**config.mk**
```make
export PLATFORM = sky130hd
export DESIGN_NAME = digital_note_synth
export DESIGN_NICKNAME = d
export VERILOG_FILES = /design/src/rtl/piano_pkg.sv /design/src/rtl/sync_edge.sv /design/src/rtl/digital_note_synth.sv
export SDC_FILE = /design/constraint.sdc
export NUM_CORES = 1
export LEC_CHECK = 0
export BUFFER_PORTS_ARGS = -buffer_cell sky130_fd_sc_hd__buf_4
export CAP_MARGIN = 20
export CORE_AREA = 10 10 169 92
export DETAILED_ROUTE_END_ITERATION = 10
export DIE_AREA = 0 0 179 102
export PLACE_DENSITY = 0.7
export SLEW_MARGIN = 15
export SYNTH_ARGS = -nofsm -noshare
export SYNTH_HDL_FRONTEND = slang
export SYNTH_SLANG_ARGS = --single-unit
```
**constraint.sdc**
```tcl
create_clock -name clk -period 6.1 [get_ports clk]
set_clock_uncertainty 0.1 [all_clocks]
set_input_delay 0.915 -clock clk [delete_from_list [all_inputs] [get_ports clk]]
set_output_delay 0.915 -clock clk [all_outputs]
set_load 0.05 [all_outputs]
```
**src/rtl/piano_pkg.sv**
```systemverilog
// -----------------------------------------------------------------------------
// piano_pkg
// Shared definitions for the digital note synthesiser:
//   env_state_t  - envelope FSM state encoding
//   *_BIT/_MSB/_LSB - bit positions of the fields in the 32-bit SPI word
//   WAVE_MID     - offset-binary midscale (silence)
//   shape_sample - triangle shaping and envelope scaling of one phase value
// -----------------------------------------------------------------------------
package piano_pkg;

    typedef enum logic [1:0] {
        ST_IDLE    = 2'd0,
        ST_ATTACK  = 2'd1,
        ST_SUSTAIN = 2'd2,
        ST_RELEASE = 2'd3
    } env_state_t;

    localparam int KEY_ON_BIT = 31;
    localparam int IGN_MSB    = 30;
    localparam int IGN_LSB    = 28;
    localparam int VOL_MSB    = 27;
    localparam int VOL_LSB    = 24;
    localparam int TUNE_MSB   = 23;
    localparam int TUNE_LSB   = 0;

    localparam logic [5:0] WAVE_MID = 6'd32;

    // Triangle from the top 7 phase bits, centred to -32..31, scaled by env/16.
    // The arithmetic shift floors, so the result stays within -30..29 and the
    // offset-binary output within 2..61.
    function automatic logic [5:0] shape_sample(input logic [31:0] phase,
                                                input logic [3:0]  env);
        logic [5:0]         tri_val;
        logic signed [6:0]  centred;
        logic signed [11:0] centred_ext;
        logic signed [11:0] env_ext;
        logic signed [11:0] product;
        logic signed [11:0] scaled;
        tri_val     = phase[31] ? ~phase[30:25] : phase[30:25];
        centred     = $signed({1'b0, tri_val}) - 7'sd32;
        centred_ext = {{5{centred[6]}}, centred};
        env_ext     = $signed({8'd0, env});
        product     = centred_ext * env_ext;
        scaled      = product >>> 4;
        // scaled fits in 6-bit two's complement; adding midscale modulo 64
        // converts it to offset binary.
        return scaled[5:0] + WAVE_MID;
    endfunction

endpackage

```
**src/rtl/sync_edge.sv**
```systemverilog
// -----------------------------------------------------------------------------
// sync_edge
// Two-flop synchroniser for an asynchronous level, followed by a rising-edge
// detector that emits a registered one-clock pulse per rising edge.
//   clk      in   system clock
//   reset_n  in   asynchronous active-low reset
//   async_in in   level from another clock domain
//   pulse    out  one-cycle pulse per synchronised rising edge
// A level that is already high when reset is released never produces a pulse:
// the detector only arms after it has seen the synchronised input low once the
// synchroniser pipeline has been refilled with real samples.
// -----------------------------------------------------------------------------
module sync_edge (
    input  logic clk,
    input  logic reset_n,
    input  logic async_in,
    output logic pulse
);

    logic       meta_q,     meta_d;
    logic       sync_q,     sync_d;
    logic       sync_dly_q, sync_dly_d;
    logic [1:0] settle_q,   settle_d;
    logic       armed_q,    armed_d;
    logic       pulse_q,    pulse_d;

    always_comb begin
        meta_d     = async_in;
        sync_d     = meta_q;
        sync_dly_d = sync_q;
        // settle_q[1] set means sync_q now holds a post-reset sample.
        settle_d   = {settle_q[0], 1'b1};
        armed_d    = armed_q | (settle_q[1] & ~sync_q);
        pulse_d    = sync_q & ~sync_dly_q & armed_q;
    end

    always_ff @(posedge clk or negedge reset_n) begin
        if (!reset_n) begin
            meta_q     <= 1'b0;
            sync_q     <= 1'b0;
            sync_dly_q <= 1'b0;
            settle_q   <= 2'b00;
            armed_q    <= 1'b0;
            pulse_q    <= 1'b0;
        end else begin
            meta_q     <= meta_d;
            sync_q     <= sync_d;
            sync_dly_q <= sync_dly_d;
            settle_q   <= settle_d;
            armed_q    <= armed_d;
            pulse_q    <= pulse_d;
        end
    end

    assign pulse = pulse_q;

endmodule

```
**src/rtl/digital_note_synth.sv**
```systemverilog
// -----------------------------------------------------------------------------
// digital_note_synth
// Single-voice triangle synthesiser with an attack/sustain/release envelope,
// programmed by 32-bit words from an SPI receiver.
//   clk      in   system clock
//   reset_n  in   asynchronous active-low reset
//   spi_word in   [31] key_on, [27:24] volume, [23:0] tune (phase increment)
//   load     in   asynchronous frame-complete strobe (level, >= 3 clk high)
//   wave     out  registered 6-bit offset-binary sample, 32 = silence
//   busy     out  envelope not idle
// Parameter RATE_DIV: clk cycles per envelope step (2..65535).
// -----------------------------------------------------------------------------
module digital_note_synth
    import piano_pkg::*;
#(
    parameter int unsigned RATE_DIV = 1024
) (
    input  logic        clk,
    input  logic        reset_n,
    input  logic [31:0] spi_word,
    input  logic        load,
    output logic [5:0]  wave,
    output logic        busy
);

    localparam logic [15:0] PRESC_LAST = 16'(RATE_DIV - 1);

    logic        capture;
    logic        tick;
    logic [15:0] presc_q,  presc_d;
    env_state_t  state_q,  state_d;
    logic [3:0]  env_q,    env_d;
    logic [3:0]  volume_q, volume_d;
    logic [23:0] tune_q,   tune_d;
    logic [31:0] phase_q,  phase_d;
    logic [5:0]  wave_q,   wave_d;

    logic        key_on_in;
    logic [3:0]  volume_in;
    logic [23:0] tune_in;
    logic [3:0]  env_step;
    logic        unused_word_bits;

    sync_edge u_sync_edge (
        .clk      (clk),
        .reset_n  (reset_n),
        .async_in (load),
        .pulse    (capture)
    );

    assign key_on_in        = spi_word[KEY_ON_BIT];
    assign volume_in        = spi_word[VOL_MSB:VOL_LSB];
    assign tune_in          = spi_word[TUNE_MSB:TUNE_LSB];
    assign unused_word_bits = ^spi_word[IGN_MSB:IGN_LSB];

    assign tick     = (presc_q == PRESC_LAST);
    assign env_step = (env_q < volume_q) ? env_q + 4'd1 : env_q - 4'd1;

    always_comb begin
        presc_d  = tick ? 16'd0 : presc_q + 16'd1;
        state_d  = state_q;
        env_d    = env_q;
        volume_d = volume_q;
        tune_d   = tune_q;

        if (capture) begin
            volume_d = volume_in;
            tune_d   = tune_in;
        end

        // A capture always takes priority; any tick in that cycle is dropped.
        case (state_q)
            ST_IDLE: begin
                env_d = 4'd0;
                if (capture && key_on_in) begin
                    state_d = ST_ATTACK;
                end
            end
            ST_ATTACK: begin
                if (capture) begin
                    state_d = key_on_in ? ST_ATTACK : ST_RELEASE;
                end else if (env_q == volume_q) begin
                    state_d = ST_SUSTAIN;
                end else if (tick) begin
                    env_d = env_step;
                    if (env_step == volume_q) begin
                        state_d = ST_SUSTAIN;
                    end
                end
            end
            ST_SUSTAIN: begin
                if (capture) begin
                    if (!key_on_in) begin
                        state_d = ST_RELEASE;
                    end else if (volume_in != volume_q) begin
                        state_d = ST_ATTACK;
                    end
                end
            end
            ST_RELEASE: begin
                if (capture) begin
                    if (key_on_in) begin
                        state_d = ST_ATTACK;
                    end
                end else if (env_q == 4'd0) begin
                    state_d = ST_IDLE;
                end else if (tick) begin
                    env_d = env_q - 4'd1;
                    if (env_q == 4'd1) begin
                        state_d = ST_IDLE;
                    end
                end
            end
            default: begin
                state_d = ST_IDLE;
                env_d   = 4'd0;
            end
        endcase

        // Phase runs only while a note is active and never clears on re-tune.
        if (state_d == ST_IDLE) begin
            phase_d = 32'd0;
        end else begin
            phase_d = phase_q + {8'd0, tune_d};
        end

        // The output register tracks the next phase/env so it always matches
        // the state registers it is presented alongside.
        wave_d = shape_sample(phase_d, env_d);
    end

    always_ff @(posedge clk or negedge reset_n) begin
        if (!reset_n) begin
            presc_q  <= 16'd0;
            state_q  <= ST_IDLE;
            env_q    <= 4'd0;
            volume_q <= 4'd0;
            tune_q   <= 24'd0;
            phase_q  <= 32'd0;
            wave_q   <= WAVE_MID;
        end else begin
            presc_q  <= presc_d;
            state_q  <= state_d;
            env_q    <= env_d;
            volume_q <= volume_d;
            tune_q   <= tune_d;
            phase_q  <= phase_d;
            wave_q   <= wave_d;
        end
    end

    assign wave = wave_q;
    assign busy = (state_q != ST_IDLE);

endmodule

```
======== Word-level counts from Yosys, hierarchy flattened ========
Cells that the tools add are included.
storage, ports and cells
  memories kept ........................... 0
  memory bits (read-only) ................. 0
  flip-flop bits (word level) ............. 95
  bits in latches ......................... 0
  RAM bits ................................ 0
  output and inout bits ................... 7
operators by class
  multiplexer cells ....................... 27
  reductions and logical operators ........ 5
  shift operators ......................... 0
  add/sub/neg operators ................... 6
  bitwise gates (word level) .............. 7
  $mul .................................... 1
  div/mod/pow operators ................... 0
  order comparisons ....................... 1
  equal/unequal tests ..................... 8
operators with widths
  cell                                              count
  adder 32 x 24 -> 32 bit                           1
  2-to-1 mux 32 bit                                 1
  2-to-1 mux 2 bit                                  14
  2-to-1 mux 4 bit                                  7
  2-to-1 mux 24 bit                                 1
  adder 16 x 1 -> 16 bit, second input constant     1
  == test 16 x 10 -> 1 bit, second input constant   1
  2-to-1 mux 16 bit                                 1
  case mux 4 bit (3 select lines)                   1
  multiplier 7 x 5 -> 10 bit                        1
  == test 4 bit                                     2
  case mux 2 bit (4 select lines)                   1
  subtractor 6 x 6 -> 7 bit, second input constant  1
  adder 6 bit, second input constant                1
  2-to-1 mux 6 bit                                  1
  NOT 6 bit                                         1
  adder 4 x 1 -> 4 bit, second input constant       1
  == test 2 bit, second input constant              2
  == test 4 x 1 -> 1 bit, second input constant     1
  logical NOT 2 bit                                 2
  logical NOT 4 bit                                 1
  less-than comparator 4 bit                        1
  inequality test 4 bit                             1
  subtractor 4 x 1 -> 4 bit, second input constant  1
  other kinds (6)                                   9

======== Depth between registers and ports, before layout ========
  depth after elaboration ................. 15
  mapped depth ............................ 26

======== Modules after synthesis ========
A second synthesis with hierarchy kept.
second synthesis, totals
  cells, all modules ...................... 628
  area, all modules ....................... 6287.3 um^2
by module, submodules not included
  module              cells an instance  area each (um^2)  times used  seq. area each (um^2)
  digital_note_synth  616                6089.6            1           2203.4
  sync_edge           12                 197.7             1           175.2

======== Worst setup path after synthesis ========
Ideal clock, no wire load.
  path type ............................... reg2reg
  start point ............................. register u_sync_edge.pulse_q, in the netlist u_sync_edge.pulse
  end point ............................... register wave_q[5], in the netlist wave[5]
  period minus slack after synthesis ...... 6.207 ns
  setup time .............................. 0.075 ns
  arrival time ............................ 6.031 ns
  setup slack ............................. -0.107 ns
  path buffers ............................ 3
  stages on the path, launching flop included .. 25
  cell sequence ........................... dfrtp_1 -> clkbuf_1 -> buf_1 -> mux2_2 -> ha_1 -> clkbuf_1 -> and3_1 -> a221o_1 -> o21a_1 -> a221o_1 -> nor2_2 -> nor2_8 -> xnor2_1 -> nor2_1 -> ha_1 -> inv_1 -> fa_1 -> fa_1 -> inv_1 -> ha_1 -> and3_1 -> a21oi_1 -> nand3_1 -> a31oi_1 -> xnor2_1
RTL lines
  item                        line                       text
  start: declaration          sync_edge.sv:25            logic pulse_q, pulse_d;
  start signal: assignment    sync_edge.sv:51            pulse_q <= pulse_d;
  2-to-1 mux 24 bit           digital_note_synth.sv:66   if (capture) begin
  via tune_d[19]              digital_note_synth.sv:34   logic [23:0] tune_q, tune_d;
  adder 32 x 24 -> 32 bit     digital_note_synth.sv:124  phase_d = phase_q + {8'd0, tune_d};
  2-to-1 mux 32 bit           digital_note_synth.sv:121  if (state_d == ST_IDLE) begin
  via phase_d[31]             digital_note_synth.sv:35   logic [31:0] phase_q, phase_d;
  2-to-1 mux 6 bit            piano_pkg.sv:39            tri_val = phase[31] ? ~phase[30:25] : phase[30:25];
  subtractor 6 x 6 -> 7 bit   piano_pkg.sv:40            centred = $signed({1'b0, tri_val}) - 7'sd32;
  multiplier 7 x 5 -> 10 bit  piano_pkg.sv:43            product = centred_ext * env_ext;
  adder 6 bit                 piano_pkg.sv:47            return scaled[5:0] + WAVE_MID;
  via wave_d[5]               digital_note_synth.sv:36   logic [5:0] wave_q, wave_d;
  end signal: assignment      digital_note_synth.sv:148  wave_q <= wave_d;
  end: declaration            digital_note_synth.sv:36
The timed path passes the listed nets, and every way through them passes these cells.
A chain may end at the register's enable or synchronous reset.

======== Worst setup path in the final report ========
  start point ............................. register u_sync_edge.pulse_q, in the netlist u_sync_edge.pulse
  end point ............................... register wave_q[2], in the netlist wave[2]
RTL lines
  item                            line
  2-to-1 mux 24 bit (*)           digital_note_synth.sv:66
  via tune_d[16]                  digital_note_synth.sv:34
  adder 32 x 24 -> 32 bit (*)     digital_note_synth.sv:124
  2-to-1 mux 32 bit (*)           digital_note_synth.sv:121
  NOT 6 bit                       piano_pkg.sv:39
  2-to-1 mux 6 bit (*)            piano_pkg.sv:39
  subtractor 6 x 6 -> 7 bit (*)   piano_pkg.sv:40
  multiplier 7 x 5 -> 10 bit (*)  piano_pkg.sv:43
  adder 6 bit (*)                 piano_pkg.sv:47
  via wave_d[2]                   digital_note_synth.sv:36
The timed path passes the listed nets; every way through them passes the cells marked *.

==> metrics.md <==
| Metric | Value |
|---|---|
| Part of the cycle the worst path needs | `0.9517` |
| Share of cells above drive strength 1 | `0.2534` |
| DP Wirelength | `9.593 mm` |
| Launch point of the worst reg-to-reg path | `u_sync_edge.pulse$_DFF_PN0_` |
| Row count | `29` |
| Pleak | `3.663 nW` |
| Yosys top cell area share | `0.3795` |
| Max clock buf depth | `2` |
| Crit end category | `register` |
| CP max stage delay | `0.54 ns` |
| Crit Path Category | `reg2reg` |
| Cell taking the most area after synthesis | `dfrtp_1` |
| Data arrival, critical path | `5.94 ns` |
| Vias per std cell | `5.233` |
| EDFF count, synth | `0` |
| Clk slew on worst S/H paths | `0.07 ns` |
| First-pass GRT wire length | `22.00 mm` |
| Largest net degree at the start of global routing | `75` |
| Initial drt markers | `306` |
| Worst VDD drop | `0.2518 mV` |
| CP startpoint kind | `register` |
| Max FO, Critical Path | `12` |
| Top cells by area, synth | `dfrtp_1 (38%), ha_1 (9.7%), xnor2_1 (5.8%)` |
| Final-stage net count | `836` |
| Count of different cell masters after synthesis | `66` |
| H-Tree Depth | `3` |
| Hold Path Class | `reg2reg` |
| Root Driver | `clkbuf_16` |
| TritonCTS clock tree | `yes` |
| Antenna viol nets, final | `0` |
| HP Start | `u_sync_edge.settle_q[0]$_DFF_PN0_` |
| Core Area | `12,520 um2` |
| GR Overflow Total | `0` |
| Initial antenna violation count | `0` |
| I/O pin cnt | `42` |
| Reg2Reg Capture Point | `wave[2]$_DFF_PN0_` |
| DR vias | `4,793` |
| Num Clock Sinks | `between 90 and 100` |
| Critical Path, Cell by Cell | `buf_4, clkbuf_16, mux2_4, ha_4, a21o_1, a221o_1, o21a_4, a221o_1, buf_4, or3_1, a21o_1, nor2_1, ha_1, inv_1, fa_1, fa_1, inv_1, ha_1, buf_4, nand2_1, nand4b_1, nand3b_1, buf_4, xor2_1` |
| Final setup vio count | `0` |
| Synth cell count leaders | `dfrtp_1 (94), nor2_1 (82), ha_1 (48)` |
| Ys async rst share | `1.000` |
| Number of synthesized register bits | `95` |
| Routed len/inst | `approximately 15 um` |
| FMAX | `172.3 MHz` |
| Die footprint | `roughly 18,000 um2` |
| Synthesized area | `6198 um2` |
| Syn Inst Count | `637` |
| CP dominant cell by count | `buf_4` |
| Worst path required time | `6.23 ns` |
| Initial Util | `0.4952` |
| Number of global-route vias before repair | `approximately 4,700` |
| TritonCTS Buffers | `9` |
| Synth Area per Inst | `9.731 um2` |
| GR Util met1 | `0.1881` |
| Placed cell count | `893` |
| Final min period | `5.805 ns` |
| Total negative slack | `0 ns` |
| TritonRoute pass-1 iters | `7` |
| Gr busiest metal | `met2` |
| YS warnings | `0` |
| GRT Resource Usage Total | `0.1460` |
| Met2 Usage GRT | `0.2438` |
| R2r setup slk | `0.29 ns` |
| Gpl congestion | `0.8805` |
| Status | `completed` |
| PnR Total Power | `about 3.0 mW` |
| WHS Path Cells | `0` |
| Hold buffer count at CTS | `0` |
| Most common flop cell mapped by yosys | `dfrtp_1` |
| Max-slew headroom | `0.3789` |
| # port buffers | `38` |
| Critical-path top delay cell | `fa_1` |
| Max cap viols | `0` |
| Die Width | `approximately 180 um` |
| Worst slew pin tran | `0.9316 ns` |
| Sequential element share of the synthesized area | `0.3837` |
| R2R depth | `24` |
| Drt drc | `0` |
| GRT met3 Usage | `0.03349` |
| Die Y | `between 100 and 150 um` |
| Min Hold Slack | `roughly 0.25 ns` |
| Worst skew pair latency | `0.34 ns` |
| Max-slew violations | `0` |
| Syn_nets | `732` |
| Area grow syn2layout | `24.18%` |
| Min-Delay Endpoint | `u_sync_edge.settle_q[1]$_DFF_PN0_` |
| Power Density | `388.2 nW/um2` |
| Most common cell in the synthesized netlist | `dfrtp_1` |
| Non-Filler Instances | `916` |
| Ant. Diodes | `0` |
| Routed Wire Length | `13.39 mm` |
| Hold Vio Cnt, Final | `0` |
[cell families (layout without fill, tap and decap cells)]
logic type / after synthesis / in the layout / share of synthesized area
DFF: 95 / 95 / 0.3837
AOI/OAI and AO/OA: 120 / 120 / 0.1302
xor gates and xnor gates: 66 / 66 / 0.09447
buffers and inverters: 58 / 167 / 0.03835
and+or+nand+nor: 207 / 207 / 0.1635
muxes: 30 / 30 / 0.05349
adders and majority gates: 60 / 60 / 0.1356
other: 1 / 1 / 0.0006050
[layout by cell type (no fill, tap or decap), types with 3 or more instances in the layout]
master,Yosys,layout
a211oi_1,5,3
a21o_1,16,16
a21oi_1,35,30
a21oi_2,0,5
a221o_1,3,3
a31oi_1,6,5
and2_1,8,8
and3_1,5,5
buf_4,0,103
bufinv_16,0,4
clkbuf_16,0,10
dfrtp_1,94,93
fa_1,12,11
ha_1,48,45
inv_1,45,45
mux2_2,25,24
mux2i_1,5,5
nand2_1,38,37
nand2b_1,9,9
nand3_1,15,14
nand4_1,11,11
nor2_1,82,82
nor2_4,3,4
nor2b_1,5,5
nor3_1,11,11
o211ai_1,3,3
o21ai_0,23,20
o21ai_1,2,5
o21bai_1,3,3
xnor2_1,41,40
xor2_1,24,24
[stage by stage]
stage               area (um2)  worst slack [ns]  utilization
finish                    7697            0.2948       0.6149
global route              7697          -0.03281       0.6149
CTS                       7470           0.08441       0.5967
detailed placement        7098           -0.1916       0.5670
global placement          7098           -0.1134       0.5670
floorplan                 6200          0.004659            -
[layout make-up]
cell class	count	area, um2
inverters	45	168.9
repair buffers	106	829.5
flip-flops and latches	95	2380
clock buffers	11	242.7
clock inverters	5	128.9
multi-input cells	484	3735
well taps	170	212.7
fillers	1032	4821
[layer usage]
layer,vias to the layer above,share of wire
li1,2407,-
met1,2317,0.48
met2,54,0.48
met3,15,0.032
met4,0,0.013
met5,-,0
[repair_timing]
action,in CTS,in global routing
resized for setup,0,32
setup buffers,0,6
endpoints found under the setup margin,0,6
[flip-flops by register name (all words and copies together), names as in the netlist]
register                count
phase_q                    32
tune_q                     24
presc_q                    16
wave                        6
env_q                       4
volume_q                    4
state_q                     2
u_sync_edge.settle_q        2
u_sync_edge.armed_q         1
u_sync_edge.meta_q          1
u_sync_edge.pulse           1
u_sync_edge.sync_dly_d      1
u_sync_edge.sync_dly_q      1
[worst max-delay path, delay by kind of cell, from the launching register on]
kind                       cells  cell delay, ns
muxes                          1            0.33
and+or+nand+nor                5            0.79
AOI/OAI and AO/OA              5            1.31
adders and majority gates      5            1.70
DFF                            1            0.43
buffers and inverters          7            0.87
xor gates and xnor gates       1            0.13
[power breakdown]
part | leakage (nW) | internal, mW | switching [mW]
registers | 1.20 | 0.752 | 0.0596
logic | 2.29 | 0.699 | 0.780
clock network | 0.180 | 0.454 | 0.244
total | 3.66 | 1.90 | 1.08
[how the worst max path moves through the flow]
stage / startpoint / to / cells after the start / slack [ns]
floorplan: u_sync_edge.pulse$_DFF_PN0_ / wave[5]$_DFF_PN1_ / 24 / 0.005
global placement: spi_word[0] / wave[5]$_DFF_PN1_ / 23 / -0.11
detailed placement: spi_word[0] / wave[5]$_DFF_PN1_ / 23 / -0.19
CTS: u_sync_edge.pulse$_DFF_PN0_ / wave[5]$_DFF_PN1_ / 23 / 0.08
global route: u_sync_edge.pulse$_DFF_PN0_ / wave[3]$_DFF_PN0_ / 25 / -0.03
finish: u_sync_edge.pulse$_DFF_PN0_ / wave[2]$_DFF_PN0_ / 24 / 0.29
Note: power is estimated with default switching activity, not from simulation.
